[src/rtl/booth_mac_sequencer_pkg.sv]
// Shared definitions for the radix-4 Booth MAC sequencer: FSM encoding,
// Booth digit triples and the triple -> partial-product control mapping.
package booth_mac_sequencer_pkg;

    typedef enum logic [1:0] {
        ST_IDLE = 2'd0,
        ST_RUN  = 2'd1,
        ST_DONE = 2'd2
    } state_t;

    localparam logic [2:0] TRIPLE_Z0  = 3'b000;
    localparam logic [2:0] TRIPLE_P1A = 3'b001;
    localparam logic [2:0] TRIPLE_P1B = 3'b010;
    localparam logic [2:0] TRIPLE_P2  = 3'b011;
    localparam logic [2:0] TRIPLE_M2  = 3'b100;
    localparam logic [2:0] TRIPLE_M1A = 3'b101;
    localparam logic [2:0] TRIPLE_M1B = 3'b110;
    localparam logic [2:0] TRIPLE_Z1  = 3'b111;

    typedef struct packed {
        logic shift;
        logic neg;
        logic zero;
    } booth_ctrl_t;

    function automatic booth_ctrl_t booth_decode(input logic [2:0] triple);
        booth_ctrl_t ctrl;
        ctrl = '{shift: 1'b0, neg: 1'b0, zero: 1'b1};
        case (triple)
            TRIPLE_Z0, TRIPLE_Z1:   ctrl = '{shift: 1'b0, neg: 1'b0, zero: 1'b1};
            TRIPLE_P1A, TRIPLE_P1B: ctrl = '{shift: 1'b0, neg: 1'b0, zero: 1'b0};
            TRIPLE_P2:              ctrl = '{shift: 1'b1, neg: 1'b0, zero: 1'b0};
            TRIPLE_M2:              ctrl = '{shift: 1'b1, neg: 1'b1, zero: 1'b0};
            TRIPLE_M1A, TRIPLE_M1B: ctrl = '{shift: 1'b0, neg: 1'b1, zero: 1'b0};
            default:                ctrl = '{shift: 1'b0, neg: 1'b0, zero: 1'b1};
        endcase
        return ctrl;
    endfunction

endpackage

[src/rtl/booth_mac_sequencer_digit_encoder.sv]
// Combinational Booth radix-4 digit encoder: 3-bit multiplier window to
// Shift/Negation/Zero controls for the partial-product unit.
module booth_digit_encoder
    import booth_mac_sequencer_pkg::*;
(
    input  logic [2:0] triple,
    output logic       shift,
    output logic       neg,
    output logic       zero
);

    booth_ctrl_t ctrl_s;

    // Decode the current digit window.
    always_comb begin
        ctrl_s = booth_decode(triple);
        shift  = ctrl_s.shift;
        neg    = ctrl_s.neg;
        zero   = ctrl_s.zero;
    end

endmodule

[src/rtl/booth_mac_sequencer.sv]
// Multi-cycle radix-4 Booth MAC controller: issues one Booth digit per cycle
// to an external partial-product unit and accumulates the weighted results.
module booth_mac_sequencer
    import booth_mac_sequencer_pkg::*;
#(
    parameter int WIDTH     = 4,
    parameter int ACC_WIDTH = 12
) (
    input  logic                 Clk,
    input  logic                 Reset,
    input  logic                 InValid,
    output logic                 InReady,
    input  logic [WIDTH-1:0]     InMultiplicant,
    input  logic [WIDTH-1:0]     InMultiplier,
    input  logic                 InClear,
    output logic [WIDTH-1:0]     PpMultiplicant,
    output logic                 PpShift,
    output logic                 PpNegation,
    output logic                 PpZero,
    input  logic [WIDTH:0]       PpResult,
    output logic                 OutValid,
    input  logic                 OutReady,
    output logic [ACC_WIDTH-1:0] OutAcc,
    output logic                 OutRangeErr
);

    localparam int ND    = WIDTH / 2;
    localparam int CNT_W = $clog2(ND) + 1;

    state_t                 state_r;
    state_t                 state_s;
    logic [WIDTH-1:0]       mcand_r;
    logic [WIDTH:0]         mplier_r;   // multiplier with implicit b[-1]=0 appended
    logic [ACC_WIDTH-1:0]   acc_r;
    logic [CNT_W-1:0]       cnt_r;
    logic                   err_r;

    logic [CNT_W:0]         shamt_s;
    logic [2:0]             triple_s;
    logic                   enc_shift_s;
    logic                   enc_neg_s;
    logic                   enc_zero_s;
    logic                   last_s;
    logic                   range_s;
    logic [ACC_WIDTH-1:0]   pp_ext_s;
    logic [ACC_WIDTH-1:0]   pp_weighted_s;

    assign shamt_s  = {cnt_r, 1'b0};
    assign triple_s = 3'(mplier_r >> shamt_s);

    booth_digit_encoder u_enc (
        .triple (triple_s),
        .shift  (enc_shift_s),
        .neg    (enc_neg_s),
        .zero   (enc_zero_s)
    );

    // Partial-product controls, weighting and range check of the current digit.
    always_comb begin
        PpShift       = 1'b0;
        PpNegation    = 1'b0;
        PpZero        = 1'b1;
        if (state_r == ST_RUN) begin
            PpShift    = enc_shift_s;
            PpNegation = enc_neg_s;
            PpZero     = enc_zero_s;
        end else begin
            PpShift    = 1'b0;
            PpNegation = 1'b0;
            PpZero     = 1'b1;
        end
        last_s        = (cnt_r == CNT_W'(ND - 1));
        // -2 times the most negative multiplicand overflows WIDTH+1 bits.
        range_s       = enc_shift_s & enc_neg_s &
                        (mcand_r == {1'b1, {(WIDTH-1){1'b0}}});
        pp_ext_s      = {{(ACC_WIDTH-WIDTH-1){PpResult[WIDTH]}}, PpResult};
        pp_weighted_s = pp_ext_s << shamt_s;
    end

    // State register.
    always_ff @(posedge Clk or posedge Reset) begin
        if (Reset) begin
            state_r <= ST_IDLE;
        end else begin
            state_r <= state_s;
        end
    end

    // Next-state logic.
    always_comb begin
        state_s = state_r;
        case (state_r)
            ST_IDLE: begin
                if (InValid) state_s = ST_RUN;
                else         state_s = ST_IDLE;
            end
            ST_RUN: begin
                if (last_s) state_s = ST_DONE;
                else        state_s = ST_RUN;
            end
            ST_DONE: begin
                if (OutReady) state_s = ST_IDLE;
                else          state_s = ST_DONE;
            end
            default: state_s = ST_IDLE;
        endcase
    end

    // Operand latch, digit counter, accumulator and range flag.
    always_ff @(posedge Clk or posedge Reset) begin
        if (Reset) begin
            mcand_r  <= {WIDTH{1'b0}};
            mplier_r <= {(WIDTH+1){1'b0}};
            acc_r    <= {ACC_WIDTH{1'b0}};
            cnt_r    <= {CNT_W{1'b0}};
            err_r    <= 1'b0;
        end else begin
            case (state_r)
                ST_IDLE: begin
                    if (InValid) begin
                        mcand_r  <= InMultiplicant;
                        mplier_r <= {InMultiplier, 1'b0};
                        cnt_r    <= {CNT_W{1'b0}};
                        err_r    <= 1'b0;
                        if (InClear) acc_r <= {ACC_WIDTH{1'b0}};
                    end
                end
                ST_RUN: begin
                    acc_r <= acc_r + pp_weighted_s;
                    cnt_r <= cnt_r + CNT_W'(1);
                    if (range_s) err_r <= 1'b1;
                end
                ST_DONE: begin
                    acc_r <= acc_r;
                end
                default: begin
                    cnt_r <= {CNT_W{1'b0}};
                end
            endcase
        end
    end

    assign InReady        = (state_r == ST_IDLE);
    assign OutValid       = (state_r == ST_DONE);
    assign OutAcc         = acc_r;
    assign OutRangeErr    = err_r;
    assign PpMultiplicant = mcand_r;

endmodule

[config.mk]
export PLATFORM = sky130hd
export DESIGN_NAME = booth_mac_sequencer
export DESIGN_NICKNAME = d
export VERILOG_FILES = /design/src/rtl/booth_mac_sequencer_pkg.sv /design/src/rtl/booth_mac_sequencer_digit_encoder.sv /design/src/rtl/booth_mac_sequencer.sv
export SDC_FILE = /design/constraint.sdc
export NUM_CORES = 1
export LEC_CHECK = 0
export BUFFER_PORTS_ARGS = -buffer_cell sky130_fd_sc_hd__buf_2
export CELL_PAD_IN_SITES_DETAIL_PLACEMENT = 1
export CELL_PAD_IN_SITES_GLOBAL_PLACEMENT = 2
export CORE_ASPECT_RATIO = 0.5
export CORE_UTILIZATION = 23
export CTS_CLUSTER_DIAMETER = 200
export DETAILED_ROUTE_END_ITERATION = 7
export GPL_ROUTABILITY_DRIVEN = 0
export GPL_TIMING_DRIVEN = 0
export PLACE_DENSITY_LB_ADDON = 0.08
export SETUP_SLACK_MARGIN = 0.3
export SLEW_MARGIN = 20
export SYNTH_ARGS = -nofsm -noshare
export SYNTH_HDL_FRONTEND = slang
export SYNTH_SLANG_ARGS = --single-unit
export TNS_END_PERCENT = 100
[constraint.sdc]
create_clock -name Clk -period 2.9 [get_ports Clk]
set_input_delay 0.29 -clock Clk [delete_from_list [all_inputs] [get_ports Clk]]
set_output_delay 0.29 -clock Clk [all_outputs]
set_load 0.01 [all_outputs]
==> results.ini, run 1 <==
[setup_path]
arrival_ns = 2.63
criticalPathCategory = reg2reg
crit_fanout = 10
worstPathRequired_ns = 3.05
start_kind = register
cp-end-kind = register

[power_and_ir_drop]
pwr-share-comb_pct = 63.7
seq_power_share_pct = 24.2
internal-power_mw = 1.43
ir_drop_mv = 0.320
swShare_pct = 48.5
switchingPower_mw = 1.35
p_leak_nw = 1.04
p_per_area_nw_per_um2 = 1250
p_clk_share_pct = 12.1

[placement]
io_buffer_count = 39
hpwl_um = 4110
dp_slack_ns = -0.127
placed_area_um2 = 2050

[die]
initial_core_util_pct = 24.9
row_count = 21
dieWidth_um = 125
dieArea_um2 = 7950
die_y_um = 63.5
io_pins = 40
core_area_um2 = 6990

[cts]
h-tree-depth = 1
tritoncts = built
root_buffer = clkbuf_16
cts_buffers = 3
clk_path_buf_depth = 2
clock_latency_ns = 0.27
cts.reportedPaths.clkPinSlew_ns = 0.07
hold_buffers = 0
clock_sinks = 25

[logic_synthesis]
synth_top_area_share_pct = 35.9
synth_ff_type = dfrtp_1
yosysWarnings = 0
netlist_top_cells_count = nand2_1, dfrtp_1, a21oi_1, o21ai_0, ha_1
synth-seq-area-share_pct = 35.9
ys_ff_latch = 25
synth_area_leaders = dfrtp_1, nand2_1, ha_1
synth_area_um2 = 1740
syn_avg_cell_area_um2 = 8.37
synth_fp_nets = 239
synth_cell_type_count = 41
synth_most_common_cell = nand2_1
synth-edff-count = 0
yosysTopAreaCell = dfrtp_1
synthCells = 208
postSynth.asyncResetShare_pct = 100

[grt]
grt_pass1_vias = 1708
antenna_found_initial = 0
grt_use_total_pct = 14.9
grt_pass1_wl_um = 9030
overflow = 0
grt_max_degree = 26

[timing]
relSlewSlack_pct = 60.0
setup_viol = 0
rsz0062_at_grt = true
slew_violations = 0
final_hold_viol_count = 0
post-route-period-util_pct = 85.3
worstMarginPinSlew_ns = 0.598
setup_slack_ns = 0.426
min_period_ns = 2.47
max_freq_mhz = 404
fin_skew_ns = 0.00201

[job]
maxCapViolCount = 0

[run_status]
status = finished, final reports clean

[finish]
drive_gt1_share_pct = 26.9
fin_area_um2 = 2220
n_antenna_cell = 0
area_growth_syn_to_layout_pct = 27.4
nNetsFinal = 285

[routing]
drc = 0
viasPerCell = 4.87
ant_nets = 0
drt_iter0_drc = 35
routed_wl_um = 5410
dr.pass1.iters = 6
post_drt_wl_per_cell_um = 15.7
vias = 1681

[worst_hold_path]
worstHoldPathType = in2async

==> power by group through the flow <==
stage	Combinational, mW	Clock (mW)	Sequential, mW
6_report	1.77	0.337	0.672
2_1_floorplan	1.14	0	0.694
3_5_place_dp	1.68	0	0.685
3_3_place_gp	1.65	0	0.678
4_1_cts	1.73	0.352	0.681
5_1_grt	2.00	0.364	0.707
==> state kept, by name (all words and copies together) (netlist names) <==
| register | flops |
|---|---|
| OutAcc | 12 |
| OutRangeErr | 1 |
| PpMultiplicant | 4 |
| cnt_r | 2 |
| mplier_r | 4 |
| state_r | 2 |
==> metrics by stage <==
stage	cells	total power, mW	setup TNS [ns]	util (%)	hold WS [ns]
final	345	2.78	0	31.7	0.0787
after global placement	339	2.33	-0.414	29.4	0.472
after CTS	343	2.77	0	31.0	0.106
after detailed placement	339	2.36	-0.582	29.4	0.409
after global routing	345	3.07	0	31.7	0.138
after floorplan	208	1.84	0	-	0.317
==> layout by cell type, fill, tap and decap left out, types with 4 or more instances in the layout <==
cell type and n:
o21ai_0 12, a21o_1 4, a21oi_2 7, nor2b_1 5
dfrtp_1 25, inv_1 4, o211ai_1 5, buf_4 5
a21oi_1 12, nand4_1 4, nand2_1 48, xor2_1 5
buf_2 39, ha_1 11, nand3_1 4, nor2_1 9
==> path summary, 6_finish.rpt <==
path                                  start          end  slack [ns]  cells after the start
max in group asynchronous             Reset    OutAcc[4]        2.42                      2
worst min-delay path                  Reset  mplier_r[1]        0.08                      2
worst max register to register     cnt_r[1]   OutAcc[11]        0.43                      9
worst max-delay path               cnt_r[1]   OutAcc[11]        0.43                      9
min in group Clk                   OutReady   state_r[1]        0.20                      2
worst min register to register  OutRangeErr  OutRangeErr        0.51                      1
==> worst max-delay path, cell delays in order (launching register included) <==
cell      delay, ns
dfrtp_1        0.40
clkbuf_4       0.19
buf_4          0.19
nor3b_2        0.28
ha_1           0.32
a211oi_2       0.26
o211ai_1       0.27
nand4_1        0.17
nor4b_2        0.20
nand2_1        0.08
==> area by class of cell <==
| class | count | area [um2] |
|---|---|---|
| fill | 848 | 4770 |
| multi-input combinational | 169 | 1100 |
| sequential | 25 | 626 |
| timing repair buffer | 41 | 210 |
| tap | 92 | 115 |
| clock buffer | 3 | 75.1 |
| buffer | 9 | 63.8 |
| inverter | 5 | 18.8 |
| clock inverter | 1 | 7.51 |
==> repair_timing <==
| action | CTS | global route |
|---|---|---|
| resized for setup | 13 | 12 |
| setup endpoints to repair | 8 | 6 |
| setup buffers | 0 | 2 |
| pin swaps | 0 | 7 |
| gates cloned | 0 | 0 |
==> routing by layer <==
layer	up-vias	part of all wire, %	GRT usage [%]
li1	837	-	-
met1	804	53	20.7
met2	35	41	22.8
met3	5	5.2	4.84
met4	0	0.52	2.29
met5	-	0	0
==> kinds of logic (layout without fill, tap and decap cells) <==
group           Yosys count  after routing  share of synthesized area [%]
mux                       2              2                           1.15
flops                    25             25                           35.9
buf+inv                  14             59                           3.88
simple gates             85             85                           23.2
fa+ha+maj                13             13                           9.77
xor+xnor                  7              7                           3.52
compound gates           62             62                           22.6
Power figures use the tool's default switching activity.
==> run 2: changes to the inputs <==
- RECOVER_POWER: unset -> 100
==> run 2 against run 1 <==
Effect of this change:
- non-clock buffer count unchanged
- die area unchanged
- clock skew increased by 0.00076 ns
- critical endpoint is now OutAcc[6]
- largest power group unchanged
==> results.ini, run 2 (synthesis results as in run 1) <==
[finish]
final-seq-area_um2 = 626  ; unchanged
area_growth_syn_to_layout_pct = 23.8
final_common_cell = nand2_1
fin_area_um2 = 2160  ; -2.8%
final_cell_mix = nand2_1, clkbuf_1, dfrtp_1
fill_cells = 861  ; +1.5%
fin_cells = 345  ; unchanged
nNetsFinal = 285  ; unchanged
drive_gt1_share_pct = 15.4  ; -11 points
largest_register_ffs = 12  ; unchanged
post-route-util_pct = 30.8  ; -0.90 points
n_antenna_cell = 0  ; unchanged
multi_input_area_um2 = 1080  ; -1.9%

[timing]
setup_viol = 0  ; unchanged
min_period_ns = 2.51  ; +0.0324 ns
fin_skew_ns = 0.00276  ; +0.000756 ns
worstMarginPinSlew_ns = 1.09  ; +0.490 ns
post-route-period-util_pct = 86.4  ; +1.1 points
max_freq_mhz = 399  ; -1.3%
rsz0062_at_grt = true
setup_slack_ns = 0.394  ; -0.0324 ns
relSlewSlack_pct = 27.4  ; -33 points
slew_violations = 0  ; unchanged
final_hold_viol_count = 0  ; unchanged

[routing]
vias = 1679  ; -0.12%
drc = 0  ; unchanged
post_drt_wl_per_cell_um = 15.8  ; +0.42%
ant_nets = 0  ; unchanged
viasPerCell = 4.87  ; -0.12%
routed_wl_um = 5440  ; +0.42%
dr.pass1.iters = 6  ; unchanged
drt_iter0_drc = 44  ; +26%

[cts]
clock_latency_ns = 0.27  ; about the same
cts_buffers = 3  ; unchanged
clk_path_buf_depth = 2  ; unchanged
h-tree-depth = 1  ; unchanged
clock_sinks = 25  ; unchanged
cts.reportedPaths.clkPinSlew_ns = 0.07  ; about the same
root_buffer = clkbuf_16
tritoncts = built

[setup_path]
arrival_ns = 2.64  ; about the same
crit_fanout = 10  ; unchanged
crit_family = compound AO/OA/AOI/OAI gates
cp_num_buf_inv = 2  ; unchanged
slowest_delay_ns = 0.43  ; +0.03 ns
criticalPathCategory = reg2reg
slowest_stage = fa_1
cp-end-kind = register
path_cells = clkbuf_4 > buf_4 > nor3b_1 > ha_1 > fa_1 > a21oi_1 > o21ai_0 > a21oi_1 > xor2_1 > o21ai_0
worstPathRequired_ns = 3.04  ; about the same
start_kind = register

[grt]
antenna_found_initial = 0  ; unchanged
grtUsageMet2_pct = 22.8  ; unchanged
grtUsageMet1_pct = 20.7  ; unchanged
grt_max_degree = 26  ; unchanged
grt_use_total_pct = 14.9  ; unchanged
grt_pass1_wl_um = 9030  ; unchanged
grt_use_met3_pct = 4.84  ; unchanged
grt.busiest_layer = met2
grt_pass1_vias = 1708  ; unchanged
overflow = 0  ; unchanged

[die]
initial_core_util_pct = 24.9  ; unchanged
die_y_um = 63.5  ; unchanged
io_pins = 40  ; unchanged
dieWidth_um = 125  ; unchanged
dieArea_um2 = 7950  ; unchanged
core_area_um2 = 6990  ; unchanged
row_count = 21  ; unchanged

[power_and_ir_drop]
p_per_area_nw_per_um2 = 1250  ; -0.36%
pwr-share-comb_pct = 62.4  ; -1.3 points
seq_power_share_pct = 25.0  ; +0.8 points
ir_drop_mv = 0.307  ; -4.1%
swShare_pct = 49.5  ; +1.0 points
internal-power_mw = 1.36  ; -5.1%
p_clk_share_pct = 12.5  ; +0.4 points
p_leak_nw = 0.960  ; -7.9%
switchingPower_mw = 1.33  ; -1.1%

[placement]
dp_cells = 339  ; unchanged
placed_area_um2 = 2050  ; unchanged
dp_slack_ns = -0.127  ; unchanged
hpwl_um = 4110  ; unchanged
io_buffer_count = 39  ; unchanged

[job]
maxCapViolCount = 0  ; unchanged

[worst_hold_path]
worstHoldPathType = in2reg

[run_status]
status = finished, final reports clean

[run 2: cell types whose count changed in the layout (fill, tap and decap cells not counted), sizes merged]
cell	previous run	this run
clkbuf	7	30
buf	46	23
[run 2: final cells by class]
type                            count  share of cell area [%]
Tap cell                           92                    5.34
Clock buffer                        3                    3.48
Clock inverter                      1                   0.348
Timing Repair Buffer               41                    8.53
Sequential cell                    25                    29.0
Multi-Input combinational cell    169                    50.1
Inverter                            5                   0.871
Buffer                              9                    2.26
[run 2: layer usage]
| layer | vias up | share of wire [%] |
|---|---|---|
| li1 | 839 | - |
| met1 | 803 | 54 |
| met2 | 32 | 41 |
| met3 | 5 | 4.8 |
| met4 | 0 | 0.52 |
| met5 | - | 0 |
[run 2: path summary, 6_finish.rpt]
check	from	to	slack (ns)	depth (start not counted)
setup / recovery	cnt_r[1]	OutAcc[6]	0.39	10
hold / removal	OutReady	state_r[1]	0.20	2
setup reg to reg	cnt_r[1]	OutAcc[6]	0.39	10
hold reg to reg	OutRangeErr	OutRangeErr	0.51	1
max in group asynchronous	Reset	OutAcc[4]	1.96	2
min in group asynchronous	Reset	mplier_r[1]	0.28	2
[run 2: per-stage QoR]
stage	hold WS [ns]	power (mW)	TNS, ns
finish	0.197	2.69	0
global route	0.193	2.99	0
CTS	0.106	2.77	0
detailed placement	0.409	2.36	-0.582
global placement	0.472	2.33	-0.414
floorplan	0.317	1.84	0
[run 2: power groups by stage]
stage                     Clock (mW)  Combinational [mW]  Sequential, mW
after floorplan                    0                1.14           0.694
after global placement             0                1.65           0.678
after detailed placement           0                1.68           0.685
after CTS                      0.352                1.73           0.681
after global routing           0.364                1.92           0.707
final                          0.337                1.68           0.674
[run 2: what timing repair did]
item | CTS | global route
buffers inserted | 0 | 2
hold buffers | 0 | 0
endpoints found under the setup margin | 8 | 6
gates cloned | 0 | 0
resized for setup | 13 | 12
pin swaps | 0 | 7
==> run 3: changes to the inputs <==
- CORE_UTILIZATION: 23 -> 30
- CTS_BUF_LIST: unset -> sky130_fd_sc_hd__clkbuf_2
==> run 3 against run 2 <==
Effect of this change:
- sequential cell count unchanged
- clock power shrank 53%
- sequential share of layout area increased by 0.43 points
- via count rose by 0.77%
- hold slack lost 0.13 ns
- count of clock-buffer cells in the layout unchanged
- die area shrank 23%
- register-to-register slack about the same
- first-iteration DRC count up 6.8%
- critical path depth did not move
- sequential power is 1% lower
- design area down 1.5%
- critical path type unchanged
- critical endpoint is now OutAcc[8]
- highest routed layer unchanged
==> results.ini, run 3 (synthesis results as in run 1) <==
[timing]
max_freq_mhz = 397  ; -0.43%
post-route-period-util_pct = 86.8  ; +0.37 points
fin_skew_ns = 0.0106  ; +0.00783 ns
worstMarginPinSlew_ns = 1.04  ; -0.0469 ns
rsz0062_at_grt = true
final_hold_viol_count = 0  ; unchanged
min_period_ns = 2.52  ; +0.0107 ns
relSlewSlack_pct = 30.5  ; +3.1 points
setup_slack_ns = 0.383  ; -0.0107 ns
slew_violations = 0  ; unchanged
setup_viol = 0  ; unchanged

[placement]
dp_slack_ns = -0.134  ; -0.00677 ns
io_buffer_count = 39  ; unchanged
hpwl_um = 3760  ; -8.5%
placed_area_um2 = 2030  ; -1.2%

[finish]
area_growth_syn_to_layout_pct = 22.0
final_common_cell = nand2_1
largest_register_ffs = 12  ; unchanged
nNetsFinal = 291  ; +2.1%
drive_gt1_share_pct = 17.0  ; +1.6 points
final_cell_mix = nand2_1, clkbuf_1, dfrtp_1
fin_area_um2 = 2120  ; -1.5%
n_antenna_cell = 0  ; unchanged

[setup_path]
path_cells = buf_2 > buf_4 > nor3b_1 > ha_1 > fa_1 > a21oi_1 > o211ai_1 > a31oi_1 > xor2_1 > o21ai_0
arrival_ns = 2.83  ; +0.19 ns
crit_fanout = 10  ; unchanged
slowest_delay_ns = 0.42  ; about the same
criticalPathCategory = reg2reg
start_kind = register
crit_family = compound AO/OA/AOI/OAI gates
cp-end-kind = register
worstPathRequired_ns = 3.21  ; +0.17 ns
slowest_stage = fa_1
cp_num_buf_inv = 2  ; unchanged

[die]
row_count = 19  ; -9.5%
initial_core_util_pct = 31.4  ; +6.5 points
io_pins = 40  ; unchanged
dieArea_um2 = 6130  ; -23%
dieWidth_um = 110  ; -12%
die_y_um = 55.9  ; -12%
core_area_um2 = 5540  ; -21%

[run_status]
status = finished, final reports clean

[cts]
cts.reportedPaths.clkPinSlew_ns = 0.28  ; +0.21 ns
h-tree-depth = 1  ; unchanged
cts_buffers = 3  ; unchanged
clock_latency_ns = 0.39  ; +0.12 ns
tritoncts = built
clock_sinks = 25  ; unchanged
clk_path_buf_depth = 2  ; unchanged
root_buffer = clkbuf_2

[power_and_ir_drop]
ir_drop_mv = 0.388  ; +27%
p_leak_nw = 0.967  ; +0.80%
p_per_area_nw_per_um2 = 1200  ; -3.9%

[worst_hold_path]
worstHoldPathType = in2reg

[routing]
viasPerCell = 5.10  ; +4.7%
vias = 1692  ; +0.77%
dr.pass1.iters = 4  ; -2
routed_wl_um = 5010  ; -7.9%
post_drt_wl_per_cell_um = 15.1  ; -4.3%
ant_nets = 0  ; unchanged
drc = 0  ; unchanged
drt_iter0_drc = 47  ; +6.8%

[job]
maxCapViolCount = 0  ; unchanged

[grt]
grt_max_degree = 26  ; unchanged
grt_pass1_vias = 1711  ; +0.18%
antenna_found_initial = 0  ; unchanged
grt_use_total_pct = 18.2  ; +3.3 points
grt_pass1_wl_um = 8530  ; -5.5%
overflow = 0  ; unchanged

-- run 3: cell count changes in the layout (fill, tap and decap cells not counted), moves of 2 or more --
cell and change:
buf_4 +4, clkbuf_2 +3, mux2i_1 -2, dlygate4sd3_1 +2, clkbuf_16 -3, a21oi_1 +2
mux2i_2 +2, a21oi_2 -2
-- run 3: layout make-up --
class / count / area [um2]
fillers: 697 / 3410
multi-input cells: 169 / 1090
flip-flops and latches: 25 / 626
repair buffers: 47 / 234
well taps: 73 / 91.3
plain buffers: 9 / 46.3
inverters: 5 / 18.8
clock buffers: 3 / 15.0
clock inverters: 1 / 7.51
-- run 3: worst paths after layout --
kind	startpoint	end	slack, ns	depth (start not counted)
min in group asynchronous	Reset	OutAcc[1]	0.64	3
min	InMultiplicant[1]	PpMultiplicant[1]	0.07	3
max reg2reg	cnt_r[1]	OutAcc[8]	0.38	10
min reg2reg	OutRangeErr	OutRangeErr	0.53	1
max in group asynchronous	Reset	state_r[1]	1.65	3
max	cnt_r[1]	OutAcc[8]	0.38	10
-- run 3: metrics by stage --
| stage | std cells | total power, mW | utilization [%] | hold WS [ns] | setup TNS [ns] |
|---|---|---|---|---|---|
| after detailed placement | 320 | 2.33 | 36.6 | 0.468 | -0.374 |
| after global placement | 320 | 2.29 | 36.6 | 0.468 | -0.163 |
| after global routing | 332 | 2.83 | 38.4 | 0.0465 | 0 |
| after floorplan | 208 | 1.84 | - | 0.317 | 0 |
| after CTS | 325 | 2.55 | 37.7 | 0.00238 | 0 |
| final | 332 | 2.55 | 38.4 | 0.0717 | 0 |
-- run 3: what timing repair did --
action / in CTS / in global routing
buffers inserted: 1 / 5
endpoints found under the hold margin: 0 / 26
resized for setup: 12 / 14
hold buffers: 0 / 2
setup endpoints to repair: 8 / 6
pin swaps: 1 / 7
-- run 3: layer usage --
metal	vias up	track usage [%]	share of wire [%]
li1	850	-	-
met1	811	26.0	52
met2	29	28.8	44
met3	2	4.22	3.7
met4	0	2.29	0.40
met5	-	0	0
-- run 3: report_power, final --
part | leakage (nW) | switching [mW] | internal, mW
Sequential | 0.314 | 0.150 | 0.514
Clock | 0.0126 | 0.125 | 0.0319
Combinational | 0.640 | 1.03 | 0.702
Total | 0.967 | 1.30 | 1.25
-- run 3: worst register-to-register path, cell delays in order, from the launching register on --
cell and delay (ns):
dfrtp_1 0.41, buf_2 0.22, buf_4 0.22, nor3b_1 0.07, ha_1 0.23, fa_1 0.42
a21oi_1 0.26, o211ai_1 0.16, a31oi_1 0.22, xor2_1 0.15, o21ai_0 0.08
